===== src/rtl/serial_full_adder.sv =====
// Bit-serial adder: one full-adder cell walks the operands LSB-first, one bit per clock.
// Optional OVERFLOW_EN macro adds the ovf port (two's-complement overflow of the result).
//
// state | meaning
// ------+---------------------------------------------------------------
// IDLE  | waiting for operands; in_ready high
// RUN   | one operand bit added per clock, LSB first
// DONE  | result presented on sum/c_out; waits for out_ready
module serial_full_adder #(
    parameter int WIDTH = 8
) (
    input  logic             clk,
    input  logic             rst,
    input  logic             in_valid,
    output logic             in_ready,
    input  logic [WIDTH-1:0] a,
    input  logic [WIDTH-1:0] b,
    input  logic             c_in,
    output logic             out_valid,
    input  logic             out_ready,
    output logic [WIDTH-1:0] sum,
    output logic             c_out,
`ifdef OVERFLOW_EN
    output logic             ovf,
`endif
    output logic             busy
);

    localparam int CW = (WIDTH > 1) ? $clog2(WIDTH) : 1;

    typedef enum logic [1:0] {
        IDLE = 2'd0,
        RUN  = 2'd1,
        DONE = 2'd2
    } state_t;

    state_t           state_q;
    state_t           state_d;
    logic [WIDTH-1:0] a_sh;
    logic [WIDTH-1:0] b_sh;
    logic [WIDTH-1:0] sum_sh;
    logic [WIDTH-1:0] sum_next;
    logic             carry;
    logic             carry_next;
    logic             bit_s;
    logic [CW-1:0]    cnt;
    logic             last_bit;

    assign bit_s      = a_sh[0] ^ b_sh[0] ^ carry;
    assign carry_next = (a_sh[0] & b_sh[0]) | (a_sh[0] & carry) | (b_sh[0] & carry);
    assign last_bit   = (cnt == CW'(WIDTH - 1));

    // New bit enters at the MSB so that after WIDTH shifts the LSB lands at bit 0.
    generate
        if (WIDTH == 1) begin : g_sum_w1
            assign sum_next = bit_s;
        end else begin : g_sum_wn
            assign sum_next = {bit_s, sum_sh[WIDTH-1:1]};
        end
    endgenerate

    always_comb begin
        state_d = state_q;
        case (state_q)
            IDLE: if (in_valid)  state_d = RUN;
            RUN:  if (last_bit)  state_d = DONE;
            DONE: if (out_ready) state_d = IDLE;
            default:             state_d = IDLE;
        endcase
    end

    always_ff @(posedge clk) begin
        if (rst) begin
            state_q <= IDLE;
            a_sh    <= '0;
            b_sh    <= '0;
            sum_sh  <= '0;
            carry   <= 1'b0;
            cnt     <= '0;
            sum     <= '0;
            c_out   <= 1'b0;
`ifdef OVERFLOW_EN
            ovf     <= 1'b0;
`endif
        end else begin
            state_q <= state_d;
            case (state_q)
                IDLE: begin
                    if (in_valid) begin
                        a_sh  <= a;
                        b_sh  <= b;
                        carry <= c_in;
                        cnt   <= '0;
                    end
                end
                RUN: begin
                    a_sh   <= a_sh >> 1;
                    b_sh   <= b_sh >> 1;
                    sum_sh <= sum_next;
                    carry  <= carry_next;
                    cnt    <= cnt + CW'(1);
                    if (last_bit) begin
                        sum   <= sum_next;
                        c_out <= carry_next;
`ifdef OVERFLOW_EN
                        // carry into the MSB cell vs. carry out of it
                        ovf   <= carry ^ carry_next;
`endif
                    end
                end
                default: ;
            endcase
        end
    end

    assign in_ready  = (state_q == IDLE);
    assign out_valid = (state_q == DONE);
    assign busy      = (state_q != IDLE);

endmodule


===== config.mk =====
export PLATFORM = sky130hd
export DESIGN_NAME = serial_full_adder
export DESIGN_NICKNAME = d
export VERILOG_FILES = /design/src/rtl/serial_full_adder.sv
export SDC_FILE = /design/constraint.sdc
export NUM_CORES = 1
export LEC_CHECK = 0
export ABC_AREA = 0
export BUFFER_PORTS_ARGS = -buffer_cell sky130_fd_sc_hd__buf_2
export CAP_MARGIN = 20
export CELL_PAD_IN_SITES_DETAIL_PLACEMENT = 1
export CELL_PAD_IN_SITES_GLOBAL_PLACEMENT = 1
export CORE_MARGIN = 2
export CORE_UTILIZATION = 41
export DETAILED_ROUTE_END_ITERATION = 12
export PLACE_DENSITY = 0.74
export SLEW_MARGIN = 20
export SYNTH_ARGS = -nofsm -noshare
export SYNTH_HDL_FRONTEND = slang
export SYNTH_SLANG_ARGS = --single-unit

===== constraint.sdc =====
create_clock -name clk -period 1.7 [get_ports clk]
set_input_delay 0.17 -clock clk [delete_from_list [all_inputs] [get_ports clk]]
set_output_delay 0.17 -clock clk [all_outputs]
set_load 0.03 [all_outputs]

# Word level (Yosys, flattened, before mapping)
# Index checks and enable logic that the tools add are counted.
[totals]
reg_bits = 39
inputBits = 21
wordCells = 40
[op_classes]
n_addsub = 1
n_eq_ne = 6
mux = 12
bitwise_logic = 7
n_reduce_logical = 6
[ops]
columns = ["operator", "count"]
rows = [
  ["one-hot mux 8 bit (2 select lines)", 2],
  ["two-way mux 8 bit", 2],
  ["two-way mux 2 bit", 3],
  ["one-hot mux 2 bit (3 select lines)", 1],
  ["one-hot mux 3 bit (2 select lines)", 1],
  ["inequality test 2 bit, second input constant", 2],
  ["AND reduction 2 bit", 2],
  ["nonzero test 2 bit", 2],
  ["adder 3 x 1 -> 3 bit, second input constant", 1],
  ["bitwise AND 1 bit", 3],
  ["equality test 3 bit, second input constant", 1],
  ["two-way mux 3 bit", 1],
  ["AND reduction 3 bit", 1],
  ["equality test 2 x 1 -> 1 bit, second input constant", 1],
  ["equality test 2 bit, second input constant", 1],
  ["zero test 2 bit", 1],
  ["inequality test 2 x 1 -> 1 bit, second input constant", 1],
  ["bitwise OR 1 bit", 2],
  ["one-hot mux 1 bit (2 select lines)", 1],
  ["XOR 1 bit", 2],
  ["two-way mux 1 bit", 1],
]

# Longest topological paths before layout
[depth]
word_depth = 4
depth_mapped = 6

# Least setup slack after synthesis
# No wires, ideal clock.
[synth_path]
path_kind = "reg-to-reg"
start = "register state_q[0]"
end = "register a_sh[0]"
setup_ps = 119
arrival_ps = 1172
t_required_ps = 1581
path_slack_ps = 409
stages_incl_launch_ff = 6
path_buffers = 2
period_less_slack_ps = 1291
path_cell_list = "dfxtp_1 buf_6 nor2_4 nand2_2 buf_2 o221a_1"
[synth_between]
elab_chain_len = 3
elab_cells_between_ends = 6
cone_classes = "2 x eq/ne; 1 x mux; 3 x reduce/logical"
[synth_lines]
columns = ["element", "line", "text"]
rows = [
  ["start, declared", "37", "state_t state_q;"],
  ["start signal, assigned", "86", "state_q <= state_d;"],
  ["zero test 2 bit (*)", "n/a", ""],
  ["via in_ready", "15", "output logic in_ready,"],
  ["inequality test 2 bit (no line) or nonzero test 2 bit (tied branches)", "n/a", ""],
  ["AND reduction 2 bit (no line)", "n/a", ""],
  ["end signal, assigned", "97", "a_sh <= a_sh >> 1;"],
  ["end, declared", "39", "logic [WIDTH-1:0] a_sh;"],
]
# The timed path passes the listed nets; every way through them passes the cells marked *.
# A chain may end at the register's enable or synchronous reset.

# Worst setup path after layout
[layout_path]
start = "register state_q[1]"
end = "output port out_valid"
[layout_between]
elab_chain_len = 1
[layout_lines]
columns = ["element", "line", "text"]
rows = [
  ["equality test 2 bit", "117", "assign out_valid = (state_q == DONE);"],
  ["end, declared", "19", "output logic out_valid,"],
]
# Every way passes these cells.

==> flow_metrics.py <==
metrics = {
    "outcome": {
        "outcome": "completed",
    },
    "sta": {
        "post-route-period-util_pct": 91.0,
        "fin_skew_ps": 9.54,
        "timing.fmax_ghz": 0.646,
        "slew_violations": 0,
        "whs_ps": 142,
        "worstMarginPinSlew_ps": 546,
        "rsz0062_at_grt": "false",
        "layout_min_cycle_time_ps": 1550,
        "setup_viol_count_final": 0,
        "max-slew-margin-rel_pct": 63.5,
        "setup_tns_ps": 0,
        "setup_ws_ps": 153,
        "final_hold_viol_count": 0,
    },
    "synthesis": {
        "syn_inst": 174,
        "synth.area.top_cells": "dfxtp_1 (46%), o221a_1 (7.5%), a21oi_1 (6.9%)",
        "yosysTopAreaCell": "dfxtp_1",
        "yosys_warnings": 0,
        "ys_ff_latch": 38,
        "synth_top_area_share_pct": 45.9,
        "avgSynthCellArea_um2": 9.54,
        "synth_fp_nets": 198,
        "ys_seq_area_share_pct": 45.9,
        "synth_area_mm2": 0.00166,
        "ys_types": 31,
    },
    "pwr": {
        "ir_drop_v": 0.000630,
        "leakage_uw": 0.000780,
        "switching_power_uw": 487,
        "pwr-share-clk_pct": 43.9,
        "pwr-share-seq_pct": 45.9,
        "power_density_mw_per_mm2": 1070,
        "p_sw_share_pct": 23.1,
        "combPwrFrac_pct": 10.1,
        "internal-power_uw": 1620,
    },
    "critical_path": {
        "crit_chain": "and2b_1 -> buf_2",
        "crit_path_start": "state_q[1]",
        "critPathRequiredTime_ps": 1530,
        "start_kind": "flip-flop",
        "critPathMaxStageDelay_ps": 670,
        "slowest_stage": "dfxtp_1",
        "end_kind": "primary output",
        "r2r_start": "state_q[0]",
        "path_delay_family": "flip-flops",
        "crit_buf_inv": 1,
        "cp_max_fo": 12,
        "worstSetupPathType": "reg -> out",
        "cp.arrival_ps": 1380,
    },
    "floorplan": {
        "initial_utilization_pct": 42.1,
        "core.rowCount": 23,
        "io_pins": 33,
        "die-area_mm2": 0.00457,
        "fp.dieW_um": 67.6,
        "die_y_um": 67.6,
        "core_mm2": 0.00394,
    },
    "clocking": {
        "clk_latency_ps": 290,
        "clkTransAtPathRegs_ps": 80,
        "cts_tree": "yes",
        "cts-root-buf": "clkbuf_8",
        "clk_path_buf_depth": 2,
        "cts_hold_buf": 0,
        "post_cts_buffers": 0,
        "cts_resized": 0,
        "cts_buffers": 5,
        "cts_num_sinks": 38,
        "htree_levels": 2,
    },
    "min_path": {
        "hp-start": "b[4]",
        "hold_class": "in -> reg",
    },
    "finish": {
        "nets": 228,
        "multi_input_area_um2": 732,
        "drive_above_1_share_pct": 32.2,
        "antennaDiodeCount": 0,
        "final_common_cell": "dfxtp_1",
        "final_cell_mix": "dfxtp_1 (38), buf_2 (32), nand2_1 (23), a21oi_1 (23), inv_1 (17)",
        "final_cells": 255,
        "area_delta_synth_final_pct": 18.1,
        "regArea_um2": 761,
        "nFillCells": 477,
    },
    "job": {
        "maxCapViolCount": 0,
    },
    "drt": {
        "drt_pass1_iterations": 4,
        "ant_nets": 0,
        "route.met3.wl_um": 140,
        "wl_met2_um": 1870,
        "route.detailed.drc": 0,
        "wl_met1_um": 1620,
        "drtIter0Drc": 62,
        "totalWireLength_um": 3690,
        "maxUsedRoutingLayer": "met4",
        "vias": 1353,
        "avgRoutedWirePerCell_um": 14.5,
        "routed_via_density": 5.31,
    },
    "placement": {
        "dp_slack_ps": 258,
        "gp_congestion": 0.709,
        "dp_cells": 247,
        "io_buffers": 32,
        "dp_hpwl_um": 2620,
    },
    "global_routing": {
        "grt_pass1_vias": 1418,
        "antenna_found_initial": 0,
        "grt_pass1_wl_um": 6360,
        "grt_overflow_total": 0,
        "globalRouteTotalUtil_pct": 18.6,
        "grt_max_degree": 39,
    },
}
[final timing paths]
kind	end	slack, ps	depth (start not counted)
max	out_valid	150	2
min reg2reg	c_out	460	2
min	b_sh[4]	140	2
max reg2reg	b_sh[1]	230	4
[synth_stat cells]
library cell and instances:
o21bai_1 1, fa_1 1, buf_12 1, o21ai_0 2
or2b_1 1, o221a_1 11, nand3_1 9, nor3_1 1
ha_1 2, mux2i_1 1, inv_1 17, a21oi_1 23
o221a_2 4, nor2b_4 1, nor2_2 1, buf_4 3
nand2_2 1, nand4bb_1 2, dfxtp_1 38, clkbuf_1 3
a22oi_1 2, nand2b_1 1, nand3b_2 1, a21oi_2 11
a211oi_2 1, and2b_1 1, nor2_1 3, nor2_4 2
nand2_1 23, buf_2 3, buf_6 3
[registers in the layout, summed over array words and instances (netlist names)]
name / flops
c_out: 1
b_sh: 8
sum_sh: 7
carry: 1
state_q: 2
sum: 8
cnt: 3
a_sh: 8
[metrics by stage]
| stage | instance area (um^2) | total power (uW) | utilization, % |
|---|---|---|---|
| after floorplan | 1660 | 1150 | - |
| after global placement | 1820 | 1190 | 46.2 |
| after detailed placement | 1820 | 1200 | 46.2 |
| after CTS | 1960 | 2130 | 49.7 |
| after global routing | 1960 | 2200 | 49.7 |
| final | 1960 | 2100 | 49.7 |
[power groups by stage]
stage | sequential (uW) | combinational, uW | clock (uW)
2_1_floorplan | 974 | 175 | 0
3_3_place_gp | 983 | 204 | 0
3_5_place_dp | 987 | 216 | 0
4_1_cts | 966 | 218 | 945
5_1_grt | 972 | 241 | 983
6_report | 966 | 213 | 925
[area by class of cell]
class / instances / area share [%]
Sequential cell: 38 / 38.8
Multi-Input combinational cell: 106 / 37.4
Timing Repair Buffer: 36 / 10.3
Clock buffer: 5 / 3.51
Clock inverter: 3 / 3.51
Inverter: 17 / 3.26
Tap cell: 50 / 3.19
[kinds of logic (layout without fill, tap and decap cells)]
| kind of cell | count (synthesis) | after routing | share of synthesized area (%) |
|---|---|---|---|
| AO/OA/AOI/OAI | 55 | 55 | 25.6 |
| adder cells (fa/ha/maj) | 3 | 3 | 2.71 |
| buffers and inverters | 30 | 61 | 10.0 |
| flip-flops | 38 | 38 | 45.9 |
| multiplexers | 1 | 1 | 0.603 |
| AND/OR/NAND/NOR | 47 | 47 | 15.2 |
[routing by layer]
metal  track usage [%]  up-vias
met3              5.00        6
li1                  -      661
met4              6.89        0
met2              32.5       22
met5                 0        -
met1              21.5      664
No activity file was read; power rests on OpenSTA's default activity.
